==> src/rtl/apb_periph_node.sv <==
// APB3 interconnect node: decodes upstream transfers onto NB_SLAVES address windows through one
// registered stage, answers unmapped accesses with SLVERR and captures the first failing address.
// Define APB_NODE_TIMEOUT_EN to abort ACCESS phases that exceed TIMEOUT_CYCLES.
module apb_periph_node #(
    parameter int unsigned NB_SLAVES      = 12,
    parameter int unsigned APB_ADDR_WIDTH = 32,
    parameter int unsigned APB_DATA_WIDTH = 32,
    parameter int unsigned TIMEOUT_CYCLES = 255
) (
    input  logic                                clk_i,
    input  logic                                rst_ni,
    input  logic [APB_ADDR_WIDTH-1:0]           s_paddr_i,
    input  logic [APB_DATA_WIDTH-1:0]           s_pwdata_i,
    input  logic                                s_pwrite_i,
    input  logic                                s_psel_i,
    input  logic                                s_penable_i,
    output logic [APB_DATA_WIDTH-1:0]           s_prdata_o,
    output logic                                s_pready_o,
    output logic                                s_pslverr_o,
    input  logic [NB_SLAVES*APB_ADDR_WIDTH-1:0] start_addr_i,
    input  logic [NB_SLAVES*APB_ADDR_WIDTH-1:0] end_addr_i,
    output logic [APB_ADDR_WIDTH-1:0]           m_paddr_o,
    output logic [APB_DATA_WIDTH-1:0]           m_pwdata_o,
    output logic                                m_pwrite_o,
    output logic [NB_SLAVES-1:0]                m_psel_o,
    output logic                                m_penable_o,
    input  logic [NB_SLAVES*APB_DATA_WIDTH-1:0] m_prdata_i,
    input  logic [NB_SLAVES-1:0]                m_pready_i,
    input  logic [NB_SLAVES-1:0]                m_pslverr_i,
    input  logic                                err_clr_i,
    output logic                                err_valid_o,
    output logic [APB_ADDR_WIDTH-1:0]           err_addr_o,
    output logic [1:0]                          err_cause_o
);

    localparam int unsigned AW    = APB_ADDR_WIDTH;
    localparam int unsigned DW    = APB_DATA_WIDTH;
    localparam int unsigned SEL_W = (NB_SLAVES > 1) ? $clog2(NB_SLAVES) : 1;

    localparam logic [1:0] CAUSE_MISS    = 2'b01;
    localparam logic [1:0] CAUSE_TIMEOUT = 2'b10;
    localparam logic [1:0] CAUSE_SLAVE   = 2'b11;

    if (NB_SLAVES < 1 || NB_SLAVES > 32 || TIMEOUT_CYCLES < 1 || TIMEOUT_CYCLES > 65535) begin : g_bad_cfg
        $error("apb_periph_node: parameter out of range");
    end

    typedef enum logic [1:0] {IDLE, SETUP, ACCESS, RESP} state_t;

    state_t           state_q;
    logic [SEL_W-1:0] sel_q;
    logic [1:0]       cause_q;

    logic                 dec_hit;
    logic [SEL_W-1:0]     dec_idx;
    logic [NB_SLAVES-1:0] dec_onehot;
    logic                 sel_ready;
    logic                 sel_err;
    logic [DW-1:0]        sel_rdata;
    logic                 to_hit_c;

    // Window decode; descending scan so the lowest matching index is the last one written.
    always_comb begin
        dec_hit    = 1'b0;
        dec_idx    = '0;
        dec_onehot = '0;
        for (int i = NB_SLAVES - 1; i >= 0; i--) begin
            if (s_paddr_i >= start_addr_i[i*AW +: AW] && s_paddr_i <= end_addr_i[i*AW +: AW]) begin
                dec_hit         = 1'b1;
                dec_idx         = SEL_W'(i);
                dec_onehot      = '0;
                dec_onehot[i]   = 1'b1;
            end
        end
    end

    // Response mux of the currently selected slave only.
    always_comb begin
        sel_ready = 1'b0;
        sel_err   = 1'b0;
        sel_rdata = '0;
        for (int i = 0; i < NB_SLAVES; i++) begin
            if (sel_q == SEL_W'(i)) begin
                sel_ready = m_pready_i[i];
                sel_err   = m_pslverr_i[i];
                sel_rdata = m_prdata_i[i*DW +: DW];
            end
        end
    end

`ifdef APB_NODE_TIMEOUT_EN
    localparam logic [15:0] TO_LAST = 16'(TIMEOUT_CYCLES - 1);

    logic [15:0] to_cnt_q;

    // Counts stalled ACCESS cycles; limit is hit in the TIMEOUT_CYCLES-th stalled cycle.
    always_ff @(posedge clk_i or negedge rst_ni) begin
        if (!rst_ni) begin
            to_cnt_q <= '0;
        end else if (state_q == SETUP) begin
            to_cnt_q <= '0;
        end else if (state_q == ACCESS && !sel_ready) begin
            to_cnt_q <= to_cnt_q + 16'd1;
        end
    end

    assign to_hit_c = (state_q == ACCESS) && (to_cnt_q == TO_LAST);
`else
    assign to_hit_c = 1'b0;
`endif

    always_ff @(posedge clk_i or negedge rst_ni) begin
        if (!rst_ni) begin
            state_q     <= IDLE;
            sel_q       <= '0;
            cause_q     <= '0;
            s_prdata_o  <= '0;
            s_pready_o  <= 1'b0;
            s_pslverr_o <= 1'b0;
            m_paddr_o   <= '0;
            m_pwdata_o  <= '0;
            m_pwrite_o  <= 1'b0;
            m_psel_o    <= '0;
            m_penable_o <= 1'b0;
            err_valid_o <= 1'b0;
            err_addr_o  <= '0;
            err_cause_o <= '0;
        end else begin
            case (state_q)
                IDLE: begin
                    if (s_psel_i && !s_penable_i) begin
                        m_paddr_o  <= s_paddr_i;
                        m_pwdata_o <= s_pwdata_i;
                        m_pwrite_o <= s_pwrite_i;
                        sel_q      <= dec_idx;
                        if (dec_hit) begin
                            m_psel_o <= dec_onehot;
                            state_q  <= SETUP;
                        end else begin
                            s_pready_o  <= 1'b1;
                            s_pslverr_o <= 1'b1;
                            s_prdata_o  <= '0;
                            cause_q     <= CAUSE_MISS;
                            state_q     <= RESP;
                        end
                    end
                end
                SETUP: begin
                    m_penable_o <= 1'b1;
                    state_q     <= ACCESS;
                end
                ACCESS: begin
                    if (sel_ready) begin
                        s_prdata_o  <= sel_rdata;
                        s_pslverr_o <= sel_err;
                        s_pready_o  <= 1'b1;
                        cause_q     <= CAUSE_SLAVE;
                        m_psel_o    <= '0;
                        m_penable_o <= 1'b0;
                        state_q     <= RESP;
                    end else if (to_hit_c) begin
                        s_prdata_o  <= '0;
                        s_pslverr_o <= 1'b1;
                        s_pready_o  <= 1'b1;
                        cause_q     <= CAUSE_TIMEOUT;
                        m_psel_o    <= '0;
                        m_penable_o <= 1'b0;
                        state_q     <= RESP;
                    end
                end
                RESP: begin
                    s_pready_o  <= 1'b0;
                    s_pslverr_o <= 1'b0;
                    state_q     <= IDLE;
                end
                default: state_q <= IDLE;
            endcase

            // First-error capture; a simultaneous clear takes priority.
            if (err_clr_i) begin
                err_valid_o <= 1'b0;
            end else if (state_q == RESP && s_pslverr_o && !err_valid_o) begin
                err_valid_o <= 1'b1;
                err_addr_o  <= m_paddr_o;
                err_cause_o <= cause_q;
            end
        end
    end

endmodule
==> config.mk <==
export PLATFORM = sky130hd
export DESIGN_NAME = apb_periph_node
export DESIGN_NICKNAME = d
export VERILOG_FILES = /design/src/rtl/apb_periph_node.sv
export SDC_FILE = /design/constraint.sdc
export NUM_CORES = 2
export LEC_CHECK = 0
export CAP_MARGIN = 5
export CORE_AREA = 10 10 535 537
export CTS_CLUSTER_DIAMETER = 40
export DETAILED_ROUTE_END_ITERATION = 6
export DIE_AREA = 0 0 545 547
export PLACE_DENSITY_LB_ADDON = 0.05
export SETUP_SLACK_MARGIN = 0.4
export SLEW_MARGIN = 15
export SYNTH_ARGS = -nofsm -noshare
export SYNTH_HDL_FRONTEND = slang
export SYNTH_SLANG_ARGS = --single-unit
==> constraint.sdc <==
create_clock -name clk_i -period 3.25 [get_ports clk_i]
set_input_delay 0.8125 -clock clk_i [delete_from_list [all_inputs] [get_ports clk_i]]
set_output_delay 0.8125 -clock clk_i [all_outputs]
set_load 0.02 [all_outputs]
# Yosys cells after proc, flatten, opt, wreduce, memory -nomap -nowiden
# Index checks and enable logic that the tools add are counted.
dict set report totals {
  in_bits 1246
  out_inout_bits 147
  romBits 0
  word_cells 184
  n_memories 0
  latchBits 0
  ff_bits 155
  mem_bits_rw 0
}
dict set report classes {
  shifts 0
  bitwise 1
  addsub 0
  multipliers 0
  div 0
  n_reduce_logical 30
  n_mux 97
  n_lt_le_gt_ge 24
  n_eq_ne 18
}
# operator count
set ops {}
lappend ops {{32-bit 2-to-1 mux} 15}
lappend ops {{32-bit >= comparator} 12}
lappend ops {{32-bit <= comparator} 12}
lappend ops {{12-bit 2-to-1 mux} 15}
lappend ops {{32-bit one-hot mux with 2 select lines} 1}
lappend ops {{4-bit 2-to-1 mux} 12}
lappend ops {{1-bit 2-to-1 mux} 43}
lappend ops {{12-bit one-hot mux with 2 select lines} 1}
lappend ops {{4-bit by 3-bit equality test with 1-bit output (second input constant)} 4}
lappend ops {{4-bit equality test (second input constant)} 4}
lappend ops {{1-bit logical AND} 15}
lappend ops {{4-bit AND reduction} 3}
lappend ops {{2-bit 2-to-1 mux} 5}
lappend ops {{4-bit by 2-bit equality test with 1-bit output (second input constant)} 2}
lappend ops {{2-bit inequality test (second input constant)} 4}
lappend ops {{2-bit one-hot mux with 4 select lines} 1}
lappend ops {{2-bit AND reduction} 4}
lappend ops {{1-bit one-hot mux with 3 select lines} 2}
lappend ops {{2-bit nonzero test} 3}
lappend ops {{2-bit equality test (second input constant)} 2}
lappend ops {{4-bit by 1-bit equality test with 1-bit output (second input constant)} 1}
lappend ops {{4-bit zero test} 1}
lappend ops {{2-bit one-hot mux with 2 select lines} 1}
lappend ops {{3-bit nonzero test} 1}
lappend ops {{other kinds (5)} 6}

# Depth between registers and ports, before layout
dict set report logic_depth {
  ltp_word 17
  depth_mapped 14
  depth_no_buf 12
}

# Worst setup path before layout
# OpenSTA, ideal clock, no wires.
dict set report synth_timing {
  path_type {input to register}
  startpoint {input port s_paddr_i[0]}
  endpoint {register s_prdata_o[1]}
  setup_time_ns 0.125
  arrival_ns 3.807
  path_stages 14
  slack_ns -0.683
  path_cell_list {inv_1 > ha_1 > nand2b_1 > a211oi_1 > o21ai_0 > a211oi_1 > o41ai_1 > a211oi_1 > o2111ai_4 > nand3b_4 > a21o_1 > buf_6 > buf_6 > mux2_4}
}
dict set report synth_between {
  elab_chain_len 16
}
# item line_no
set synth_lines {}
lappend synth_lines {{start, declared} 12} ;# input logic [APB_ADDR_WIDTH-1:0] s_paddr_i,
lappend synth_lines {{32-bit >= comparator / 32-bit <= comparator (equally long branches)} 68} ;# if (s_paddr_i >= start_addr_i[i*AW +: AW] && s_paddr_i <= end_addr_i[i*AW +: AW]) begin
lappend synth_lines {{1-bit logical AND} 68}
lappend synth_lines {{1-bit 2-to-1 mux (11 in series)} 68}
lappend synth_lines {{1-bit 2-to-1 mux *} 68}
lappend synth_lines {{2-bit inequality test (no source line) *} n/a}
lappend synth_lines {{4-bit AND reduction (no source line) *} n/a}
lappend synth_lines {{end signal, assigned} 154} ;# s_prdata_o <= sel_rdata;
lappend synth_lines {{end, declared} 17} ;# output logic [APB_DATA_WIDTH-1:0] s_prdata_o,
# Every way passes the cells marked *; elsewhere a longest branch is shown, timed or not.
# A chain may end at the register's enable or synchronous reset.

# Final worst setup path
dict set report layout_timing {
  startpoint {input port s_paddr_i[6]}
  endpoint {register s_prdata_o[30]}
}
# Same word-level chain as after synthesis.

==> run metrics <==
CP Launch Type=input port; Die Area=298,100 sq um; minimum clock period=3.828 ns; Largest delay share family, worst path=compound AO/OA/AOI/OAI gates; Rel. slew slack=56.77%; Detailed Route Iter0 Violations=1,338; max frequency=261.2 MHz; top cells by count, synth=inv_1 (774), ha_1 (772), a21oi_1 (280); Avg Cell Area, Syn=8.159 sq um; core area=275,500 sq um; Routed Antenna Nets=0; largest net degree at the start of global routing=60; RSZ-0062 raised after global routing=true; die width=545 um; vias in the first global route=38,360; share of layout cells above drive strength 1=27.67%; post-synthesis sequential area ratio=13.92%; Async SR Flop Fraction=100.0%; Setup WS post-layout=-0.5778 ns; Clock Path Buffers=3; FF-to-FF End=s_prdata_o[13]; share of the synthesized area in the top cell type=34.66%; multiplexer area fraction after synthesis=8.341%; CTS tree=done; Syn-to-layout area delta=108.0%; Syn. warnings=0; Die Y=547 um; critical path, cell by cell=buf_12, buf_12, ha_4, a21o_1, a211o_1, a2111oi_4, o21ai_1, buf_4, a211oi_2, a221o_2, o2111ai_4, nand3b_4, a21o_4, buf_12, buf_16, mux2_4; Crit Path Max Fanout=6; Netlist cell types=73; FP Rows=193; first-pass GRT wire length=363,700 um; crit path max-delay cell type=a2111oi_4; worst ir drop on vdd=0.2289 mV; Total GRT Usage=18.09%; FF-to-FF setup slack=-0.07 ns; CP dominant cell by count=buf_12; WP buf/inv=5; capturing element type of the critical path=flip-flop; Hold Crit Class=in -> async; Final Total Pwr=22.54 mW; Clock Latency Late Sink=0.53 ns; Vias/cell=3.777; total gr overflow=0; DR WL met2=151,900 um; Synth Area in Adders=34.66%; Arr. time, crit path=4.23 ns; Post-Route M1 WL=100,300 um; FILL cells=30,540; Worst R2R Start=sel_q[0]; net count after synthesis=5,434; Critical Path Max Stage Delay=0.37 ns; DRC errors left=0; Critical Path RT=3.65 ns; outcome=complete, but fails checks; Final Hold Viols=0; LEAKAGE=26.55 nW; uppermost routed layer=met5; period utilization=117.8%; failing checks=negative setup slack; CTS sink count=155; final WL=282,600 um; Slew Viols, Final=0; Post-Synthesis Cells=3,416; worst setup path class=in -> reg; Synth area leader=ha_1; post-DP HPWL=254,900 um; GPL Wtd Cong=0.8876; Synth Area in Simple Gates=11.55%; Clock Skews=0.02483 ns; top cells by area, synth=ha_1 (35%), dfrtp_1 (14%), inv_1 (10%), a21oi_1 (5.0%), mux2_2 (4.4%); Num CTS Buffers=25; main combinational cell family by area after synthesis=adder cells; final setup fails=53; nets@finish=7,548; num ports=1,393; Wirelength per Cell=30.33 um; H-tree depth=4; initial antenna violation count=279; clk root buf=clkbuf_16; Clk pin slew, worst setup/hold paths=0.09 ns; Worst-Margin Slew=0.6456 ns; synthesized area=27,870 sq um; Initial Util=10.12%; count leader, synth=inv_1; met3 wire length=21,800 um; number of port buffers=1,392; routed via count=35,190; DRT Pass-1 Iters=5; Post-synth EDFFs=0; Max Cap Violations=0; most used flip-flop cell after synthesis=dfrtp_1; number of synthesized register bits=155; final core utilization=21.04%; PwrDens=388.9 nW/um^2; reg2reg path depth=11; Synth Area in Compound Gates=20.19%; post-synthesis xor/xnor area fraction=0%
[report_power, final]
part | internal, mW | switching (mW)
combinational | 8.05 | 8.43
clock | 1.45 | 1.08
sequential | 2.75 | 0.765
total | 12.3 | 10.3
[sequential cells by signal, indices dropped and copies added (netlist names)]
| name | count |
|---|---|
| err_cause_o | 2 |
| s_prdata_o | 32 |
| s_pready_o | 1 |
| state_q | 2 |
| cause_q | 2 |
| err_addr_o | 32 |
| err_valid_o | 1 |
| m_psel_o | 12 |
| m_pwrite_o | 1 |
| m_pwdata_o | 32 |
| sel_q | 4 |
| m_paddr_o | 32 |
| m_penable_o | 1 |
| s_pslverr_o | 1 |
[final cells by class]
type,count,area (sq um),area share (%)
Multi-Input combinational cell,2426,24430,42.15
Timing Repair Buffer,2148,21220,36.60
Tap cell,3705,4636,7.997
Sequential cell,155,3886,6.704
Inverter,774,2915,5.029
Clock buffer,30,674.4,1.163
Antenna cell,76,190.2,0.3281
Clock inverter,3,17.52,0.03022
[per-layer routing]
metal,vias to the layer above,global-route usage [%]
met2,1329,35.33
met4,154,4.755
met5,-,0
met1,16570,18.18
li1,16670,-
met3,466,5.822
[per-stage QoR]
step	TNS (ns)	setup WS (ns)	hold slack, ns	cells	area (sq um)
6_report	-24.56	-0.5778	0.1705	9317	57970
5_1_grt	-30.03	-0.6759	0.1760	9279	57870
2_1_floorplan	-19.25	-0.4857	0.4285	3416	27950
4_1_cts	-23.46	-0.5848	0.1618	9203	56330
3_3_place_gp	-115.46	-2.295	0.4433	9070	51850
3_5_place_dp	-114.49	-2.284	0.4475	9071	51860
[cells by family (layout without fill, tap and decap cells)]
kind of cell	after synthesis	after routing
adders and majority gates	772	772
and+or+nand+nor	637	637
other	0	76
buffers and inverters	835	2955
AOI/OAI and AO/OA	849	849
muxes	168	168
DFF	155	155
[cells in the final DEF (no fill, tap or decap), types with 63 or more instances in the layout]
cell	Yosys	routed
nor2_1	104	94
buf_12	0	108
inv_2	0	116
mux2_2	108	106
nand3_1	82	76
a22oi_1	69	69
o21ai_0	128	84
ha_1	772	611
a21oi_1	280	214
nand2_1	186	177
dfrtp_1	155	153
a21oi_2	1	63
ha_4	0	153
diode_2	0	76
buf_4	0	587
buf_6	3	64
dlygate4sd2_1	0	152
nand4_1	122	122
inv_1	774	655
clkdlybuf4s50_1	0	1163
[worst max path at each step]
stage | startpoint | slack (ns) | cells past startpoint | to
2_1_floorplan | s_paddr_i[0] | -0.49 | 14 | s_prdata_o[1]
3_3_place_gp | s_paddr_i[0] | -2.30 | 19 | s_prdata_o[12]
3_5_place_dp | s_paddr_i[0] | -2.28 | 19 | s_prdata_o[12]
4_1_cts | s_paddr_i[17] | -0.58 | 18 | s_prdata_o[30]
5_1_grt | start_addr_i[339] | -0.68 | 18 | s_prdata_o[30]
6_report | s_paddr_i[6] | -0.58 | 16 | s_prdata_o[30]
[timing repair]
action / CTS / global route
buffers inserted: 96 / 37
cloned: 3 / 1
gates resized for setup: 770 / 238
pin swaps: 215 / 131
hold buffers: 0 / 0
setup endpoints to repair: 53 / 54
Note: power is estimated with default switching activity, not from simulation.
